`src/rtl/uart_arb_pkg.sv`:
```
// Shared types and defaults for the UART transmitter arbiter and its round-robin picker.
package uart_arb_pkg;

  typedef enum logic [1:0] {
    IDLE = 2'd0,
    SEND = 2'd1,
    GAP  = 2'd2
  } arb_state_e;

  localparam int DEF_DATA_W       = 8;
  localparam int DEF_GAP_CLKS     = 2;
  localparam int DEF_TIMEOUT_CLKS = 3480;

  // Index width for n requesters; a single requester still gets a 1-bit id.
  function automatic int id_width(input int n);
    return (n > 1) ? $clog2(n) : 1;
  endfunction

endpackage

```
`src/rtl/uart_rr_pick.sv`:
```
// Combinational round-robin picker: the first set request after last_i, wrapping, wins.
module uart_rr_pick #(
  parameter int P_NUM_REQ = 4,
  parameter int P_ID_W    = 2
) (
  input  logic [P_NUM_REQ-1:0] req_i,
  input  logic [P_ID_W-1:0]    last_i,
  output logic                 valid_o,
  output logic [P_ID_W-1:0]    winner_o,
  output logic [P_NUM_REQ-1:0] onehot_o
);

  logic [P_ID_W-1:0] idx_s;
  logic              hit_s;

  // Offset 1 (the requester right after last) is scanned first, so it has top priority.
  always_comb begin
    valid_o  = 1'b0;
    winner_o = '0;
    idx_s    = '0;
    hit_s    = 1'b0;
    for (int k = 1; k <= P_NUM_REQ; k++) begin
      idx_s    = P_ID_W'((int'(last_i) + k) % P_NUM_REQ);
      hit_s    = req_i[idx_s] & ~valid_o;
      winner_o = hit_s ? idx_s : winner_o;
      valid_o  = valid_o | hit_s;
    end
  end

  assign onehot_o = valid_o ? (P_NUM_REQ'(1) << winner_o) : '0;

endmodule

```
`src/rtl/uart_tx_arbiter.sv`:
```
// Round-robin sharing of one UART transmitter among P_NUM_REQ byte sources.
// Optional SEND watchdog is built only when UART_ARB_TIMEOUT_EN is defined.
module uart_tx_arbiter
  import uart_arb_pkg::*;
#(
  parameter int  P_NUM_REQ      = 4,
  parameter int  P_DATA_W       = DEF_DATA_W,
  parameter int  P_GAP_CLKS     = DEF_GAP_CLKS,
  parameter int  P_TIMEOUT_CLKS = DEF_TIMEOUT_CLKS,
  localparam int ID_W           = id_width(P_NUM_REQ)
) (
  input  logic                          clk,
  input  logic                          rst,
  input  logic [P_NUM_REQ-1:0]          req,
  input  logic [P_NUM_REQ*P_DATA_W-1:0] req_data,
  output logic [P_NUM_REQ-1:0]          grant,
  output logic                          tx_enable,
  output logic [P_DATA_W-1:0]           tx_data,
  input  logic                          tx_done,
  output logic                          busy,
  output logic [ID_W-1:0]               active_id,
  output logic                          timeout_err
);

  localparam int             GAP_W    = (P_GAP_CLKS > 1) ? $clog2(P_GAP_CLKS) : 1;
  localparam logic [ID_W-1:0] LAST_RST = ID_W'(P_NUM_REQ - 1);

  arb_state_e             state_q;
  logic [P_NUM_REQ-1:0]   grant_q;
  logic                   tx_en_q;
  logic [P_DATA_W-1:0]    tx_data_q;
  logic                   busy_q;
  logic [ID_W-1:0]        last_q;
  logic [ID_W-1:0]        active_id_q;
  logic [GAP_W-1:0]       gap_cnt_q;

  logic                   pick_valid_s;
  logic [ID_W-1:0]        pick_id_s;
  logic [P_NUM_REQ-1:0]   pick_onehot_s;
  logic                   to_hit_s;

  uart_rr_pick #(
    .P_NUM_REQ (P_NUM_REQ),
    .P_ID_W    (ID_W)
  ) u_pick (
    .req_i    (req),
    .last_i   (last_q),
    .valid_o  (pick_valid_s),
    .winner_o (pick_id_s),
    .onehot_o (pick_onehot_s)
  );

`ifdef UART_ARB_TIMEOUT_EN
  localparam int TO_W = (P_TIMEOUT_CLKS > 1) ? $clog2(P_TIMEOUT_CLKS) : 1;

  logic [TO_W-1:0] to_cnt_q;
  logic            err_q;

  // SEND watchdog: restarts every frame; a simultaneous tx_done counts as normal completion.
  always_ff @(posedge clk or negedge rst) begin
    if (!rst) begin
      to_cnt_q <= '0;
      err_q    <= 1'b0;
    end else if (state_q == SEND) begin
      to_cnt_q <= to_hit_s ? '0 : to_cnt_q + TO_W'(1);
      err_q    <= to_hit_s & ~tx_done;
    end else begin
      to_cnt_q <= '0;
      err_q    <= 1'b0;
    end
  end

  assign to_hit_s    = (to_cnt_q == TO_W'(P_TIMEOUT_CLKS - 1));
  assign timeout_err = err_q;
`else
  assign to_hit_s    = 1'b0;
  assign timeout_err = 1'b0;
`endif

  // Frame FSM; req is only looked at in IDLE, so pending requests wait out SEND and GAP.
  always_ff @(posedge clk or negedge rst) begin
    if (!rst) begin
      state_q     <= IDLE;
      grant_q     <= '0;
      tx_en_q     <= 1'b0;
      tx_data_q   <= '0;
      busy_q      <= 1'b0;
      last_q      <= LAST_RST;
      active_id_q <= '0;
      gap_cnt_q   <= '0;
    end else begin
      grant_q <= '0;
      case (state_q)
        IDLE: begin
          if (pick_valid_s) begin
            state_q     <= SEND;
            grant_q     <= pick_onehot_s;
            tx_en_q     <= 1'b1;
            tx_data_q   <= req_data[pick_id_s*P_DATA_W +: P_DATA_W];
            last_q      <= pick_id_s;
            active_id_q <= pick_id_s;
            busy_q      <= 1'b1;
          end else begin
            state_q <= IDLE;
            busy_q  <= 1'b0;
          end
        end
        SEND: begin
          if (tx_done || to_hit_s) begin
            tx_en_q   <= 1'b0;
            gap_cnt_q <= '0;
            if (P_GAP_CLKS == 0) begin
              state_q <= IDLE;
              busy_q  <= 1'b0;
            end else begin
              state_q <= GAP;
            end
          end else begin
            state_q <= SEND;
          end
        end
        GAP: begin
          if (int'(gap_cnt_q) >= P_GAP_CLKS - 1) begin
            state_q   <= IDLE;
            busy_q    <= 1'b0;
            gap_cnt_q <= '0;
          end else begin
            gap_cnt_q <= gap_cnt_q + GAP_W'(1);
          end
        end
        default: begin
          state_q   <= IDLE;
          tx_en_q   <= 1'b0;
          busy_q    <= 1'b0;
          gap_cnt_q <= '0;
        end
      endcase
    end
  end

  assign grant     = grant_q;
  assign tx_enable = tx_en_q;
  assign tx_data   = tx_data_q;
  assign busy      = busy_q;
  assign active_id = active_id_q;

endmodule

```
`config.mk`:
```
export PLATFORM = sky130hd
export DESIGN_NAME = uart_tx_arbiter
export DESIGN_NICKNAME = d
export VERILOG_FILES = /design/src/rtl/uart_arb_pkg.sv /design/src/rtl/uart_rr_pick.sv /design/src/rtl/uart_tx_arbiter.sv
export SDC_FILE = /design/constraint.sdc
export NUM_CORES = 1
export LEC_CHECK = 0
export ABC_AREA = 1
export BUFFER_PORTS_ARGS = -buffer_cell sky130_fd_sc_hd__clkbuf_2
export CAP_MARGIN = 20
export CORE_AREA = 2 2 72 74
export CTS_BUF_LIST = sky130_fd_sc_hd__clkbuf_4 sky130_fd_sc_hd__clkbuf_8
export DETAILED_ROUTE_END_ITERATION = 8
export DIE_AREA = 0 0 74 76
export RECOVER_POWER = 50
export SLEW_MARGIN = 20
export SYNTH_ARGS = -nofsm -noshare
export SYNTH_HDL_FRONTEND = slang
export SYNTH_SLANG_ARGS = --single-unit
```
`constraint.sdc`:
```
create_clock -name clk -period 5.4 [get_ports clk]
set_input_delay 0.81 -clock clk [delete_from_list [all_inputs] [get_ports clk]]
set_output_delay 0.81 -clock clk [all_outputs]
set_load 0.02 [all_outputs]
```
==> run metrics, run 1 <==
outcome=finished, final reports clean; main flop type after synthesis=dfrtp_1; fraction of synthesized cell area taken by the top area cell type=0.325; drc violations=0; drt wl/cell=10.3 um; Clk Latency, worst-skew pair=260 ps; CTS tree=built; Arr. time, crit path=between 2000 and 2500 ps; register area share after synthesis=0.361; Placed Cells=332; ratio of cells with drive above 1 in the final layout=0.297; total die area=5620 um2; most frequent cell after synthesis=nand2_1; # fillers=552; Slew Viols, Final=0; postcts setup bufs=0; Initial Utilization=0.298; Post-synth ARST share=1.00; RR Endpoint=grant[1]; final hold violations=0; Vias=roughly 1,500; initial antenna violation count=0; die height=between 70 and 80 um; met1 usage=0.180; Final ANT Viol Nets=0; FP Rows=26; Critical-path top delay cell=dfstp_2; GRT Total Usage=0.125; Resize count post-CTS=0; drt initial violations=78; Ports=56; GPL Wtd Cong=a little under 0.9; Worst Setup EP=grant[1]; Tcrit/Tclk final=0.433; diode count=0; worst hold-check path type=flop to flop; post-route minimum period=2340 ps; ranking of synthesized cells by area=dfrtp_1, nand2_1, inv_1; Syn Area/Cell=6.77 um2; DRT Wirelength=3.46 mm; Worst Path Max Fanout=16; final core area utilization=0.366; crit path launch type=flop; Leakage=~0.0011 uW; Final nets=306; syn_nets=around 260; # Max-Cap Violations=0; Yosys top cell by area=dfrtp_1; setup_tns=0 ps; Yosys warning count=0; # setup viols final=0; pwr dens=about 730 nW/um2; worst path required time=5540 ps; Final HPWL DP=2.66 mm; Clk pin slew, worst setup/hold paths=~80 ps; total gr overflow=0; RSZ-0062 raised after global routing=no; H-tree depth=1; # port buffers=54; CTS root buffer=clkbuf_8; relative slew slack=0.288; Cell Chain, Critical Path=inv_4 > nand2_1 > nand2_1 > nand2_1 > nand2_1 > nor2_4 > nand3_2 > nand2_2 > inv_2 > nand3_1 > nor2_1; clk_skew=5.97 ps; synth cell count leaders=nand2_1, inv_1, nand3_1; Worst Tran Pin Value=roughly 1100 ps; met3 Use GR=0.0159; core area=4910 um2; largest net degree at the start of global routing=23; Synth Instances=216; first-pass GRT wire length=5.79 mm; final std cells w/o fill=about 340; worst-case clock buffer depth=2; crit path kind=flop to flop; R2R Path Start=last_q[0]; maximum clock frequency=approximately 0.43 GHz; number of global-route vias before repair=1,365; die width=74 um; most used cell, CP=nand2_1; CTS buffer count=3; met2 Usage GRT=0.192; Worst path max stage delay=670 ps; CP Capture Type=flop; synth unique cells=26; Vias/cell=4.34; DRT Pass-1 Iters=4; FF+latch count, synth=21; Mapped Area=1460 um2; number of synthesized flops with an enable pin=0; grt peak-use layer=met2; CTS hold repair buffers=0; setup slack, reg-to-reg=3060 ps; Clock Sinks=21; maximum VDD drop=0.194 mV; P&R area growth vs syn=22.9%; CP startpoint=last_q[0]; R2R depth=11
==> worst min path at each step <==
stage / startpoint / endpoint / cells after the start
3_3_place_gp: tx_data[1] / tx_data[1] / 2
6_report: active_id[0] / active_id[0] / 2
5_1_grt: tx_enable / tx_enable / 2
3_5_place_dp: active_id[0] / active_id[0] / 2
4_1_cts: active_id[0] / active_id[0] / 2
2_1_floorplan: gap_cnt_q / gap_cnt_q / 2
==> cells by family (layout without fill, tap and decap cells) <==
group / count (synthesis) / in the layout / synth area share
other cells: 1 / 1 / 0.00257
compound gates: 11 / 11 / 0.0454
simple gates: 135 / 135 / 0.445
flops: 21 / 21 / 0.361
buf+inv: 48 / 98 / 0.146
==> report_power, final <==
group | switching, uW | leakage, uW | internal (uW)
registers | 57.1 | 0.000259 | 240
logic | 629 | 0.000791 | 290
clock network | 48.5 | 0.0000255 | 51.3
==> stage by stage <==
stage / total power, uW / instance area (um2) / setup slack (ps) / hold WS, ps
after floorplan: 1070 / 1460 / 3490 / 452
after global placement: 1210 / 1760 / 2990 / 467
after detailed placement: 1220 / 1760 / 2940 / 467
after CTS: 1330 / 1810 / 3060 / 488
after global routing: 1460 / 1800 / 2840 / 509
final: 1320 / 1800 / 3060 / 485
==> layout make-up <==
class                           instances  area [um2]  area share
Inverter                               40         153      0.0850
Tap cell                               70        87.6      0.0487
Clock buffer                            3        41.3      0.0230
Clock inverter                          1        5.00     0.00279
Sequential cell                        21         528       0.294
Timing Repair Buffer                   54         262       0.146
Multi-Input combinational cell        147         721       0.401
==> state kept, by name, summed over array words and instances (netlist names) <==
name / count
gap_cnt_q: 1
grant: 4
last_q: 2
tx_enable: 1
busy: 1
tx_data: 8
state_q: 2
active_id: 2
==> metal layers <==
layer,up-vias,routed length [um]
li1,766,-
met1,645,1710
met2,43,1520
met3,4,190
met4,0,40
met5,-,0
==> worst max-delay path: cells and delay by family, from the launching register on <==
family                 cells  cell delay [ps]
and+or+nand+nor            9             1280
DFF                        1              670
buffers and inverters      2              240
==> cell usage in the layout, fill, tap and decap left out, drive strengths merged, types with 2 or more instances in the layout <==
cell,count
a21oi,2
clkbuf,57
dfrtp,19
dfstp,2
inv,40
nand2,85
nand3,26
nand4,10
nor2,10
o211ai,3
o21ai,4
or2,3
No activity file was read; power rests on OpenSTA's default activity.
==> inputs of run 2 (changes only) <==
clock period = 1.95 ns   (was 5.4 ns; I/O delays follow)
==> run 2 against run 1 <==
  * Setup slack lost 3000 ps
  * Routed wire length is 10% higher
  * Clock skew fell by 4.7 ps
  * Largest cell class unchanged
  * Combinational power increased to 3.6 times the previous value
  * Cell area rose by 12%
  * Flip-flop and latch count stayed put
  * Critical path depth up 1
  * Die area unchanged
  * Critical path type unchanged
==> run metrics, run 2 (synthesis results as in run 1) <==
# Max-Cap Violations=0; P&R area growth vs syn=37.7%; drt wl/cell=10.8 um; first-pass GRT wire length=between 6 and 7 mm; Clk Latency, worst-skew pair=250 ps; Vias=1,562; GRT Total Usage=0.135; setup_tns=0 ps; CP Capture Type=flop; Final nets=323; Arr. time, crit path=2130 ps; die width=74 um; CTS buffer count=3; diode count=0; Final ANT Viol Nets=0; worst path required time=2150 ps; final hold violations=0; Placed Cells=between 300 and 400; CTS tree=built; final std cells w/o fill=353; fin worst setup slack=17.3 ps; worst-case clock buffer depth=2; Vias/cell=4.42; CTS root buffer=clkbuf_8; Worst Tran Pin Value=1090 ps; # setup viols final=0; max reg flops=8; H-tree depth=1; clk_skew=1.29 ps; most common cell after layout, fill and taps aside=nand2_1; largest net degree at the start of global routing=22; outcome=finished, final reports clean; pre-CTS setup slack=-82.3 ps; Final HPWL DP=about 2.9 mm; die height=76 um; worst hold-check path type=input port to asynchronous set/reset pin; drt initial violations=72; crit path launch type=flop; Clock Sinks=21; most frequent cells in the layout=nand2_1, clkbuf_2, inv_1; Tcrit/Tclk final=0.991; Leakage=approximately 0.0012 uW; drc violations=0; total gr overflow=0; ratio of cells with drive above 1 in the final layout=0.385; initial antenna violation count=0; post-route minimum period=1930 ps; crit path kind=flop to flop; DRT Wirelength=3.82 mm; Clk pin slew, worst setup/hold paths=around 70 ps; Slew Viols, Final=0; core area=4910 um2; relative slew slack=0.273; pwr dens=2190 nW/um2; FP Rows=26; Initial Utilization=0.298; maximum VDD drop=0.789 mV; maximum clock frequency=a little over 0.5 GHz; RSZ-0062 raised after global routing=yes; DRT Pass-1 Iters=4; Worst Path Max Fanout=7; number of global-route vias before repair=approximately 1,400; total die area=5620 um2; GPL Wtd Cong=0.869; Ports=56; # port buffers=54
-- run 2: layout make-up --
| class | instances | area, um2 |
|---|---|---|
| fill | 544 | 2900 |
| multi-input combinational | 149 | 791 |
| sequential | 21 | 528 |
| timing repair buffer | 69 | 404 |
| inverter | 40 | 153 |
| tap | 70 | 87.6 |
| clock buffer | 4 | 48.8 |
-- run 2: layer usage --
metal | GRT usage | part of all wire | vias up
li1 | - | - | 808
met1 | 0.197 | 0.48 | 702
met2 | 0.209 | 0.47 | 50
met3 | 0.0146 | 0.045 | 2
met4 | 0.0382 | 0.0071 | 0
met5 | 0 | 0 | -
-- run 2: stage by stage --
step / hold slack (ps) / power (uW) / area, um2 / utilization
floorplan: -3.09 / 2950 / 1460 / -
finish: 219 / 4410 / 2010 / 0.410
detailed placement: 287 / 3610 / 1830 / 0.372
global placement: 292 / 3570 / 1830 / 0.372
CTS: 7.79 / 4070 / 1920 / 0.390
global route: 290 / 4830 / 2010 / 0.410
-- run 2: power breakdown --
part	switching (uW)	leakage, uW	internal [uW]
clock	132	0.0000262	159
sequential	137	0.000259	666
combinational	2050	0.000911	1260
total	2320	0.00120	2090
-- run 2: path summary, 6_finish.rpt --
kind                               from      endpoint  slack, ps  cells after the start
max reg2reg                   last_q[0]    tx_data[4]         20                     12
min                                 rst    state_q[0]        220                      1
max in group asynchronous           rst     gap_cnt_q       1080                      1
min reg2reg                active_id[0]  active_id[0]        480                      2
max                           last_q[0]    tx_data[4]         20                     12
min in group clk                tx_done    state_q[0]        280                      2
-- run 2: what timing repair did --
action	CTS	global route
resized for setup	3	19
setup buffers	3	2
gates cloned	1	2
pin swaps	1	9
setup endpoints to repair	8	14
hold buffers	0	0
-- run 2: critical path: stages (launching register included) --
cell and delay (ps):
dfstp_2 610, buf_6 130, nand2_1 60, nand3_1 90, nand2_1 110, nor2_4 150, nand3_4 170, buf_2 190
nand4_1 90, nand3_1 80, nand2_1 100, nand2_1 60, nand2_1 50
==> inputs of run 3 (changes only) <==
CAP_MARGIN = 30   (was 20)
CORE_AREA = 2 2 68 70   (was 2 2 72 74)
DIE_AREA = 0 0 70 72   (was 0 0 74 76)
SETUP_SLACK_MARGIN = 0.5   (was default)
==> run 3 against run 2 <==
  * Fmax fell by 1.6%
  * Routed wire length rose by 11%
  * Critical path depth did not move
  * Utilization rose by 11 points
  * Via count rose by 3.3%
  * The run now ends with negative setup slack left
  * Setup slack got worse by 31 ps
  * Sequential share of layout area fell by 2.5 points
  * Clock skew rose by 2.8 ps
  * Count of clock-buffer cells in the layout fell by 1
  * First-iteration DRC count fell by 15%
  * Register-to-register slack got worse by 30 ps
==> run metrics, run 3 (synthesis results as in run 1) <==
DRT Wirelength=4.24 mm; Final nets=331; drt wl/cell=12.3 um; largest net degree at the start of global routing=22; Worst Path Max Fanout=5; Tcrit/Tclk final=1.01; crit path launch type=flop; CTS tree=built; die width=roughly 70 um; maximum clock frequency=0.509 GHz; start point of the worst min-delay path=tx_done; Final ANT Viol Nets=0; Initial Utilization=0.343; Vias/cell=4.70; failing checks=negative setup slack; fin worst setup slack=-13.6 ps; Clk pin slew, worst setup/hold paths=80 ps; total die area=5040 um2; crit path kind=flop to flop; FP Rows=24; Vias=1,613; die height=72 um; R2R Path Start=last_q[0]; drc violations=0; first-pass GRT wire length=7.04 mm; clk_skew=~4 ps; relative slew slack=0.265; CTS buffer count=3; CP Capture Type=flop; final hold violations=0; initial antenna violation count=0; Slew Viols, Final=0; number of global-route vias before repair=1,558; worst-case clock buffer depth=2; outcome=complete, but fails checks; final core area utilization=0.521; Cell Chain, Critical Path=buf_12 > nand2_1 > nand2_4 > nand2_1 > nand2_2 > inv_2 > nand3_4 > buf_4 > nand3_4 > or2_2 > nand3_1 > nand3_1; RSZ-0062 raised after global routing=yes; Hold Path Sink=state_q[0]; max reg flops=8; Final HPWL DP=between 2 and 3 mm; GPL Wtd Cong=0.881; CTS root buffer=clkbuf_8; Worst Tran Pin Value=approximately 1100 ps; Clock Sinks=21; H-tree depth=1; Worst path max stage delay=560 ps; most frequent cells in the layout=nand2_1, clkbuf_2, inv_1; RR Endpoint=tx_data[2]; # setup viols final=4; Clk Latency, worst-skew pair=260 ps; DRT Pass-1 Iters=4; Placed Cells=between 300 and 400; most common cell after layout, fill and taps aside=nand2_1; Hold Path Stages=2; setup slack, reg-to-reg=-10 ps; R2R depth=12; # port buffers=between 50 and 60; diode count=0; drt initial violations=61; final std cells w/o fill=343; worst hold-check path type=input port to flop; Ports=56; pre-CTS setup slack=-73.4 ps; ratio of cells with drive above 1 in the final layout=0.464; GRT Total Usage=0.174; # Max-Cap Violations=0; total gr overflow=0; worst path required time=roughly 2100 ps; Top delay family on crit path=simple AND/OR/NAND/NOR gates; P&R area growth vs syn=52.1%; Arr. time, crit path=2110 ps; Worst Path Buf+Inv=3; core area=4260 um2; post-route minimum period=1960 ps; Critical-path top delay cell=dfstp_2
-- run 3: changes by cell type in the layout (fill, tap and decap cells not counted), sizes merged --
cell         before  now
buf              15   21
clkbuf           58   57
clkinvlp          0    1
dlygate4sd3       0    1
nand3            28   29
-- run 3: cell type report --
cell class              count  area [um2]
clock buffers               3        41.3
clock inverters             1        7.51
fillers                   428        2040
inverters                  40         163
multi-input cells         150         927
flip-flops and latches     21         528
well taps                  52        65.1
repair buffers             76         490
-- run 3: worst max path at each step --
| stage | startpoint | end | slack, ps | depth (start not counted) |
|---|---|---|---|---|
| 2_1_floorplan | last_q[0] | tx_data[7] | 160 | 14 |
| 3_3_place_gp | last_q[0] | tx_data[3] | -10 | 10 |
| 3_5_place_dp | last_q[0] | tx_data[2] | -70 | 10 |
| 4_1_cts | last_q[0] | tx_data[2] | 40 | 12 |
| 5_1_grt | last_q[0] | tx_data[4] | -150 | 15 |
| 6_report | last_q[0] | tx_data[2] | -10 | 12 |
-- run 3: worst register-to-register path: cells and delay by family, from the launching register on --
family	cells	cell delay, ps
buf+inv	3	330
flops	1	560
simple gates	9	950
-- run 3: what timing repair did --
| item | CTS | global route |
|---|---|---|
| hold endpoints to repair | 11 | 0 |
| cloned | 4 | 0 |
| buffers inserted | 12 | 1 |
| pin swaps | 5 | 15 |
| resized for setup | 20 | 24 |
| endpoints found under the setup margin | 19 | 19 |
| hold buffers | 1 | 0 |
-- run 3: metal layers --
layer / up-vias / GRT usage / wire length [um]
met4: 0 / 0.0620 / 61
met2: 41 / 0.303 / 2090
li1: 825 / - / -
met1: 740 / 0.225 / 1900
met3: 7 / 0.0194 / 175
met5: - / 0 / 0
-- run 3: metrics by stage --
step                      hold WS [ps]  setup TNS [ps]  instance area [um2]
after floorplan                  -3.09               0                 1500
after global placement             292           -20.3                 1830
after detailed placement           290            -173                 1830
after CTS                          270               0                 2130
after global routing               303           -1400                 2220
final                              277           -33.4                 2220
Power of run 3 is not shown: default switching activity piles up to over one toggle a cycle in this logic, so the estimate is an artifact.
